`src/rtl/can_status_pkg.sv`:
```
// ---------------------------------------------------------------------------
// can_status_pkg
// Shared constants for the CAN status reporter: default frame identifier,
// data length code, payload field positions, the reporter FSM encoding and
// the payload packing helper.
// ---------------------------------------------------------------------------
package can_status_pkg;

    localparam logic [10:0] STATUS_ID = 11'h181;
    localparam logic [3:0]  TX_DLC    = 4'd8;

    // LSB position of each payload field inside the 64-bit frame (byte0 = [63:56])
    localparam int BYTE0_LSB = 56;
    localparam int AVG_V_LSB = 40;
    localparam int AVG_I_LSB = 24;
    localparam int PULSE_LSB = 8;
    localparam int SHORT_LSB = 0;

    typedef enum logic [0:0] {
        ST_IDLE = 1'b0,
        ST_SEND = 1'b1
    } state_t;

    // Assemble the status payload; averages are zero-extended to 16 bits.
    function automatic logic [63:0] pack_status(
        input logic [1:0]  seq,
        input logic        overrun,
        input logic        occ,
        input logic [3:0]  start,
        input logic [11:0] avg_v,
        input logic [11:0] avg_i,
        input logic [15:0] pulses,
        input logic [7:0]  shorts
    );
        logic [63:0] frame;
        frame                      = 64'd0;
        frame[BYTE0_LSB +: 8]      = {seq, overrun, occ, start};
        frame[AVG_V_LSB +: 16]     = {4'b0000, avg_v};
        frame[AVG_I_LSB +: 16]     = {4'b0000, avg_i};
        frame[PULSE_LSB +: 16]     = pulses;
        frame[SHORT_LSB +: 8]      = shorts;
        return frame;
    endfunction

endpackage

```
`src/rtl/ad_avg256.sv`:
```
// ---------------------------------------------------------------------------
// ad_avg256
// Block averager: accumulates a 12-bit AD code on each strobe and, on the
// strobe that closes a 256-sample block, publishes sum/256 and restarts.
// The closing sample is part of the block it closes.
// Ports:
//   clk, rst_n  - clock, asynchronous active-low reset
//   sample_en   - AD sample strobe
//   block_end   - this strobe is the 256th of the block (shared counter)
//   ad_code     - 12-bit AD input
//   avg_code    - 12-bit block average (held between blocks)
// ---------------------------------------------------------------------------
module ad_avg256 (
    input  logic        clk,
    input  logic        rst_n,
    input  logic        sample_en,
    input  logic        block_end,
    input  logic [11:0] ad_code,
    output logic [11:0] avg_code
);

    logic [19:0] sum_r;
    logic [19:0] sum_next_s;
    logic [11:0] avg_r;

    // Running sum including the current sample; 256 * 4095 fits in 20 bits.
    always_comb begin
        sum_next_s = sum_r + {8'd0, ad_code};
    end

    // Accumulate, and on block end publish sum[19:8] and restart at zero.
    always_ff @(posedge clk or negedge rst_n) begin
        if (!rst_n) begin
            sum_r <= 20'd0;
            avg_r <= 12'd0;
        end else if (sample_en) begin
            if (block_end) begin
                avg_r <= sum_next_s[19:8];
                sum_r <= 20'd0;
            end else begin
                sum_r <= sum_next_s;
            end
        end else begin
            sum_r <= sum_r;
        end
    end

    assign avg_code = avg_r;

endmodule

```
`src/rtl/can_status_pack.sv`:
```
// ---------------------------------------------------------------------------
// can_status_pack
// Periodic CAN status reporter. Averages gap voltage/current over 256-sample
// blocks, counts discharge pulses and short-circuit events, and every
// REPORT_PERIOD cycles offers an 8-byte status frame via a valid/ready
// handshake. A period that ends while a frame is still pending is dropped and
// flagged as overrun in the next frame.
// Ports:
//   clk, rst_n          - 50 MHz clock, asynchronous active-low reset
//   report_en           - periodic reporting enable
//   sample_en           - AD sample strobe; ad_ch1/ad_ch2 gap voltage/current
//   pulse_start         - discharge pulse level (rising edges counted)
//   short_flag          - short-circuit flag (rising edges counted)
//   occ_flag            - closed-loop current control active
//   start_state[3:0]    - Start1..Start4 channel enables
//   tx_valid/tx_ready   - frame handshake to the CAN transmitter
//   tx_id, tx_dlc       - constant identifier and data length
//   tx_data[63:0]       - payload, byte0 in [63:56]
// ---------------------------------------------------------------------------
module can_status_pack #(
    parameter int          REPORT_PERIOD = 50000,
    parameter logic [10:0] STATUS_ID     = can_status_pkg::STATUS_ID
) (
    input  logic        clk,
    input  logic        rst_n,
    input  logic        report_en,
    input  logic        sample_en,
    input  logic [11:0] ad_ch1,
    input  logic [11:0] ad_ch2,
    input  logic        pulse_start,
    input  logic        short_flag,
    input  logic        occ_flag,
    input  logic [3:0]  start_state,
    output logic        tx_valid,
    input  logic        tx_ready,
    output logic [10:0] tx_id,
    output logic [3:0]  tx_dlc,
    output logic [63:0] tx_data
);

    import can_status_pkg::*;

    localparam int            TW         = (REPORT_PERIOD > 1) ? $clog2(REPORT_PERIOD) : 1;
    localparam logic [TW-1:0] TIMER_LAST = TW'(REPORT_PERIOD - 1);

    logic [7:0]    samp_cnt_r;
    logic          pulse_d_r;
    logic          short_d_r;
    logic [TW-1:0] timer_r;
    state_t        state_r;
    state_t        state_next_s;
    logic [15:0]   pulse_cnt_r;
    logic [7:0]    short_cnt_r;
    logic [1:0]    seq_r;
    logic          overrun_r;
    logic          tx_valid_r;
    logic [63:0]   tx_data_r;

    logic          block_end_s;
    logic          pulse_rise_s;
    logic          short_rise_s;
    logic          wrap_s;
    logic          snapshot_s;
    logic          accept_s;
    logic          drop_s;
    logic [11:0]   avg_v_s;
    logic [11:0]   avg_i_s;

    // Edge detection, block-end and period-wrap decode.
    always_comb begin
        block_end_s  = (samp_cnt_r == 8'hFF);
        pulse_rise_s = pulse_start & ~pulse_d_r;
        short_rise_s = short_flag & ~short_d_r;
        wrap_s       = report_en & (timer_r == TIMER_LAST);
    end

    ad_avg256 u_avg_v (
        .clk       (clk),
        .rst_n     (rst_n),
        .sample_en (sample_en),
        .block_end (block_end_s),
        .ad_code   (ad_ch1),
        .avg_code  (avg_v_s)
    );

    ad_avg256 u_avg_i (
        .clk       (clk),
        .rst_n     (rst_n),
        .sample_en (sample_en),
        .block_end (block_end_s),
        .ad_code   (ad_ch2),
        .avg_code  (avg_i_s)
    );

    // Shared sample counter and input edge-detect history.
    always_ff @(posedge clk or negedge rst_n) begin
        if (!rst_n) begin
            samp_cnt_r <= 8'd0;
            pulse_d_r  <= 1'b0;
            short_d_r  <= 1'b0;
        end else begin
            samp_cnt_r <= sample_en ? (samp_cnt_r + 8'd1) : samp_cnt_r;
            pulse_d_r  <= pulse_start;
            short_d_r  <= short_flag;
        end
    end

    // Report period timer; parked at zero while reporting is disabled.
    always_ff @(posedge clk or negedge rst_n) begin
        if (!rst_n) begin
            timer_r <= '0;
        end else if (!report_en || (timer_r == TIMER_LAST)) begin
            timer_r <= '0;
        end else begin
            timer_r <= timer_r + TW'(1);
        end
    end

    // FSM next state: a wrap in IDLE snapshots, a wrap in SEND is dropped.
    always_comb begin
        state_next_s = state_r;
        snapshot_s   = 1'b0;
        accept_s     = 1'b0;
        drop_s       = 1'b0;
        case (state_r)
            ST_IDLE: begin
                if (wrap_s) begin
                    snapshot_s   = 1'b1;
                    state_next_s = ST_SEND;
                end else begin
                    state_next_s = ST_IDLE;
                end
            end
            ST_SEND: begin
                accept_s = tx_valid_r & tx_ready;
                drop_s   = wrap_s;
                if (accept_s) begin
                    state_next_s = ST_IDLE;
                end else begin
                    state_next_s = ST_SEND;
                end
            end
            default: begin
                state_next_s = ST_IDLE;
            end
        endcase
    end

    // FSM state register.
    always_ff @(posedge clk or negedge rst_n) begin
        if (!rst_n) begin
            state_r <= ST_IDLE;
        end else begin
            state_r <= state_next_s;
        end
    end

    // Saturating event counters; an edge on the snapshot cycle opens the new window.
    always_ff @(posedge clk or negedge rst_n) begin
        if (!rst_n) begin
            pulse_cnt_r <= 16'd0;
            short_cnt_r <= 8'd0;
        end else if (snapshot_s) begin
            pulse_cnt_r <= {15'd0, pulse_rise_s};
            short_cnt_r <= {7'd0, short_rise_s};
        end else begin
            if (pulse_rise_s && (pulse_cnt_r != 16'hFFFF)) begin
                pulse_cnt_r <= pulse_cnt_r + 16'd1;
            end else begin
                pulse_cnt_r <= pulse_cnt_r;
            end
            if (short_rise_s && (short_cnt_r != 8'hFF)) begin
                short_cnt_r <= short_cnt_r + 8'd1;
            end else begin
                short_cnt_r <= short_cnt_r;
            end
        end
    end

    // Frame register, handshake, sequence number and overrun flag.
    always_ff @(posedge clk or negedge rst_n) begin
        if (!rst_n) begin
            tx_valid_r <= 1'b0;
            tx_data_r  <= 64'd0;
            seq_r      <= 2'd0;
            overrun_r  <= 1'b0;
        end else if (snapshot_s) begin
            tx_valid_r <= 1'b1;
            tx_data_r  <= pack_status(seq_r, overrun_r, occ_flag, start_state,
                                      avg_v_s, avg_i_s, pulse_cnt_r, short_cnt_r);
            overrun_r  <= 1'b0;
        end else begin
            if (accept_s) begin
                tx_valid_r <= 1'b0;
                seq_r      <= seq_r + 2'd1;
            end else begin
                tx_valid_r <= tx_valid_r;
            end
            if (drop_s) begin
                overrun_r <= 1'b1;
            end else begin
                overrun_r <= overrun_r;
            end
        end
    end

    assign tx_valid = tx_valid_r;
    assign tx_data  = tx_data_r;
    assign tx_id    = STATUS_ID;
    assign tx_dlc   = TX_DLC;

endmodule
```
`config.mk`:
```
export PLATFORM = sky130hd
export DESIGN_NAME = can_status_pack
export DESIGN_NICKNAME = d
export VERILOG_FILES = /design/src/rtl/can_status_pkg.sv /design/src/rtl/ad_avg256.sv /design/src/rtl/can_status_pack.sv
export SDC_FILE = /design/constraint.sdc
export NUM_CORES = 1
export LEC_CHECK = 0
export BUFFER_PORTS_ARGS = -buffer_cell sky130_fd_sc_hd__buf_4
export CORE_MARGIN = 5
export CORE_UTILIZATION = 30
export CTS_CLUSTER_DIAMETER = 150
export DETAILED_ROUTE_END_ITERATION = 16
export MAX_ROUTING_LAYER = met4
export PLACE_DENSITY = 0.58
export RECOVER_POWER = 25
export SLEW_MARGIN = 20
export SYNTH_ARGS = -nofsm -noshare
export SYNTH_HDL_FRONTEND = slang
export SYNTH_SLANG_ARGS = --single-unit
```
`constraint.sdc`:
```
create_clock -name clk -period 2.5 [get_ports clk]
set_clock_uncertainty 0.05 [all_clocks]
set_input_delay 0.5 -clock clk [delete_from_list [all_inputs] [get_ports clk]]
set_output_delay 0.5 -clock clk [all_outputs]
set_load 0.02 [all_outputs]
```
---- Word-level counts from Yosys, hierarchy flattened ----
Index checks and enable logic that the tools add are counted.
storage, ports and cells
  input bits .............................. 36
  register bits ........................... 175
  output and inout port bits .............. 80
  word-level logic and storage cells ...... 61
operators by class
  eq/ne operators ......................... 4
  bitwise operators ....................... 8
  add/subtract/negate cells ............... 7
  multiplexer cells ....................... 17
  reductions and logical operators ........ 10
operators by type and width
  kind                     number
  $mux W16                 3
  $add A20 B12 Y20         2
  $mux W20                 2
  $add A16 B1 Y16 const B  2
  $add A8 B1 Y8 const B    2
  $eq A16 B16 Y1 const B   1
  $mux W8                  2
  $ne A16 B16 Y1 const B   1
  $mux W1                  9
  $eq A8 B8 Y1 const B     1
  $ne A8 B8 Y1 const B     1
  $reduce_bool A2 Y1       4
  $and A1 B1 Y1            4
  $not A1 Y1               4
  $reduce_and A2 Y1        2
  $add A2 B1 Y2 const B    1
  $logic_and A1 B1 Y1      2
  $pmux W1 S2              1
  $logic_not A1 Y1         1
  $logic_or A1 B1 Y1       1

---- Logic depth before layout (Yosys ltp) ----
  depth after elaboration ................. 6
  mapped depth ............................ 9
  depth with buffers taken out ............ 9

---- Hierarchy ----
Synthesis repeated with hierarchy kept, for this count alone.
unflattened totals
  cell total of the unflattened synthesis .. 843
  area, all modules ....................... 9305.2 µm²
modules (own cells, without submodules)
  module               area each (µm²)  cells each  sequential area each (µm²)  times used
  can_status_pack      5273.8           416         2777.7                      1
  ad_avg256 (u_avg_v)  2019.4           210         800.8                       1
  ad_avg256 (u_avg_i)  2011.9           217         800.8                       1

---- Least setup slack after synthesis ----
Ideal clock, no wire load.
  path type ............................... input port to flip-flop
  start ................................... input ad_ch1[0]
  end ..................................... register u_avg_v.avg_r[6] (netlist: u_avg_v.avg_code[6])
  setup time .............................. 0.082 ns
  path buffers ............................ 0
  arrival ................................. 2.326 ns
  cell stages on the path ................. 9
  setup slack ............................. 0.042 ns
  data required time ...................... 2.368 ns
  path through ............................ ha_1 inv_1 fa_1 and3b_1 o211ai_2 a211oi_4 nor2_2 or3_1 a31oi_1
on the way
  word-level cells in the longest chain between the ends .. 1
RTL lines
  element                 line                   source
  start: declaration      can_status_pack.sv:28  input logic [11:0] ad_ch1,
  $add A20 B12 Y20        ad_avg256.sv:28        sum_next_s = sum_r + {8'd0, ad_code};
  end signal: assignment  ad_avg256.sv:38        avg_r <= sum_next_s[19:8];
  end: declaration        ad_avg256.sv:24        logic [11:0] avg_r;
Every way passes these cells.
A chain may end at the register's enable or synchronous reset.

---- Final worst setup path ----
  start ................................... register u_avg_i.sum_r[0]
  end ..................................... register u_avg_i.avg_r[8] (netlist: u_avg_i.avg_code[8])
on the way
  word-level cells in the longest chain between the ends .. 1
RTL lines
  element                   line             source
  start: declaration        ad_avg256.sv:22  logic [19:0] sum_r;
  start signal: assignment  ad_avg256.sv:41  sum_r <= sum_next_s;
  start signal: assignment  ad_avg256.sv:44  sum_r <= sum_r;
  $add A20 B12 Y20          ad_avg256.sv:28
  end signal: assignment    ad_avg256.sv:38
  end: declaration          ad_avg256.sv:24
Every way passes these cells.

==> flow_summary.ini <==
[synthesis]
ys.flop_type = dfrtp_1
synth.distinct_cells = 85
ys_seq_area_share_pct = 47.8
synth_top_area_share_pct = 47.8
synth_most_common_cell = dfrtp_1
yosysTopAreaCell = dfrtp_1
synth_common_cells = dfrtp_1 (175), nand2_1 (57), nor2_1 (53), mux2_4 (52), xnor2_1 (39)
synth.area.top_cells = dfrtp_1 (48%), mux2_4 (8.5%), ha_1 (3.8%)
synth_edf_count = 0
synth_area_sq_um = 9170
synthArstFlopShare_pct = 100
postSynthCellCount = 809
synth.yosys.warnings = 0
ys_seq_elements = 175
avgSynthCellArea_sq_um = 11.3

[timing]
relSlewSlack_pct = -4.04
tightest_slew_ps = 1560
period_share_pct = 96.8
finalSetupViolCount = 0
fin_crit_ps = 2420
max_freq_mhz = 413
hold_viol = 0
rsz0062_at_grt = true
holdWs_ps = 158
setup_slack_ps = 79.1
fin_tns_setup_ps = 0
drv_slew = 63

[run_status]
failed_checks = max-capacitance violations, max-slew violations
status = finished, violations left

[cells_and_area]
post_layout_nonfiller_instances = 1335
area_growth_pct = 19.3
utilization_pct = 36.0
n_antenna_cell = 0
nets = 992
regArea_sq_um = 4380
drive_gt1_share_pct = 27.5
fill_cells = 2979
multiInputGateArea_sq_um = 4370

[detailed_routing]
viasPerCell = 4.67
routedWlPerCell_um = 14.7
drc_errors = 0
drt_iter0_markers = 370
wl_um = 19600
dr.pass1.iters = 4
ant_nets = 0
vias = 6228

[pwr]
total_leakage_power_uw = 0.00505
powerDensity_nw_per_um2 = 840
vdd_drop_max_uv = 512

[die]
initial_core_util_pct = 30.2
fp.dieW_um = 185
dieArea_sq_um = 34100
num_rows = 64
die_h_um = 185
ioPinCount = 116
coreArea_sq_um = 30300

[global_route]
overflow = 0
antenna_found_initial = 0
grt_pass1_wl_um = 32400
grt_max_degree = 63
grt_usage_pct = 12.0
grt_pass1_vias = 6197

[hold_path]
min-delay-start = short_flag
whs_endpoint = short_d_r
hold_depth = 1
min_path_type = input port to flip-flop

[place]
hpwl_um = 14000
gp_congestion = 0.842
pre_cts_ws_ps = -183
io_buffer_count = 92
placed_cells = 1301

[worst_setup_path]
crit_required_ps = 2760
r2r_end = u_avg_i.avg_code[8]
crit_type = flip-flop to flip-flop
reg2regPathDepth = 9
critPathMaxFanout = 5
worstSetupStartpointType = flip-flop
critPathArrivalTime_ps = 2680
crit_path_end_kind = flip-flop
rr_startpoint = u_avg_i.sum_r[0]
rrSetupSlack_ps = 80

[clock_network]
cts_max_path_buffers = 2
cts-buffers-inserted = 17
cts_tree = built
cts_sinks = 175
cts_root_buf = clkbuf_16
clkSlewWorstSetupHoldPaths_ps = 70
insertion_delay_ps = 430
cts_htree_levels = 4

[job]
maxCapViolations = 1
==> worst max-delay path by stage <==
stage / from / to / slack, ps / depth (start not counted)
after floorplan: ad_ch1[0] / u_avg_v.avg_code[6] / 40 / 9
after global placement: ad_ch1[0] / u_avg_v.avg_code[6] / -160 / 10
after detailed placement: ad_ch1[0] / u_avg_v.sum_r[16] / -180 / 10
after CTS: u_avg_v.sum_r[0] / u_avg_v.avg_code[6] / 40 / 9
after global routing: u_avg_v.sum_r[0] / u_avg_v.sum_r[16] / -40 / 9
final: u_avg_i.sum_r[0] / u_avg_i.avg_code[8] / 80 / 9
==> per-layer routing <==
layer | wire length, um | up-vias | share of wire [%] | global-route usage, %
met5 | 0 | - | 0 | -
met4 | 297 | 0 | 1.5 | 3.17
met3 | 1010 | 15 | 5.2 | 2.71
met2 | 8670 | 131 | 44 | 18.3
met1 | 9590 | 2987 | 49 | 16.3
li1 | - | 3095 | - | -
==> cell type report <==
class                      count  area share [%]
multi-input combinational    576            40.0
timing repair buffer         130            9.10
tap                          396            4.53
sequential                   175            40.0
clock buffer                  17            3.89
inverter                      26           0.892
clock inverter                15            1.59
==> per-stage QoR <==
step	power, uW	area [sq um]
final	9180	10900
after global routing	9790	10900
after CTS	9230	10900
after detailed placement	6460	10300
after global placement	6420	10300
after floorplan	5690	9250
==> timing repair <==
action	CTS	global route
setup buffers	0	2
gates resized for setup	0	9
setup endpoints to repair	0	15
hold buffers	0	0
==> cell families (layout without fill, tap and decap cells) <==
kind of cell               after synthesis  count (layout)  share of synthesized area [%]
AOI/OAI and AO/OA                      173             173                           13.4
xor gates and xnor gates                67              67                           6.40
adders and majority gates               30              30                           4.26
buffers and inverters                   79             188                           5.83
DFF                                    175             175                           47.8
muxes                                   63              63                           9.80
other                                    2              23                         0.0819
and+or+nand+nor                        220             220                           12.4
==> flip-flops by register name (all words and copies together), names as in the netlist <==
signal            flops
short_cnt_r           8
u_avg_v.sum_r        20
u_avg_i.avg_code     12
tx_data              56
u_avg_i.sum_r        20
samp_cnt_r            8
seq_r                 2
overrun_r             1
u_avg_v.avg_code     12
short_d_r             1
pulse_d_r             1
state_r               1
tx_valid              1
timer_r              16
pulse_cnt_r          16
==> layout by cell type, fill, tap and decap left out, drive strengths merged, types with 4 or more instances in the layout <==
master,instances
mux2,58
o21ai,44
a31oi,19
and3,18
o211ai,8
and4,4
nor3,10
nand3,26
or3,13
mux2i,5
xor2,28
a21o,7
ha,28
nand4,12
a211oi,6
o2bb2ai,7
inv,31
dfrtp,175
nand2,57
or2,4
clkbuf,23
and2,5
a21oi,35
o21a,4
conb,23
nand2b,4
buf,124
a22o,16
xnor2,39
nor2,54
clkinv,9
==> power by group <==
group | internal, uW | leakage [uW] | switching, uW
clock network | 1430 | 0.000295 | 1280
registers | 3210 | 0.00235 | 371
logic | 1320 | 0.00240 | 1570
==> critical path, cell delays in order, from the launching register on <==
cell,delay (ps)
dfrtp_1,350
ha_2,190
inv_2,40
fa_2,330
nand4b_1,220
a31oi_2,260
o211ai_4,170
a2111oi_4,460
xnor2_1,160
o21ai_1,70
No activity file was read; power rests on OpenSTA's default activity.
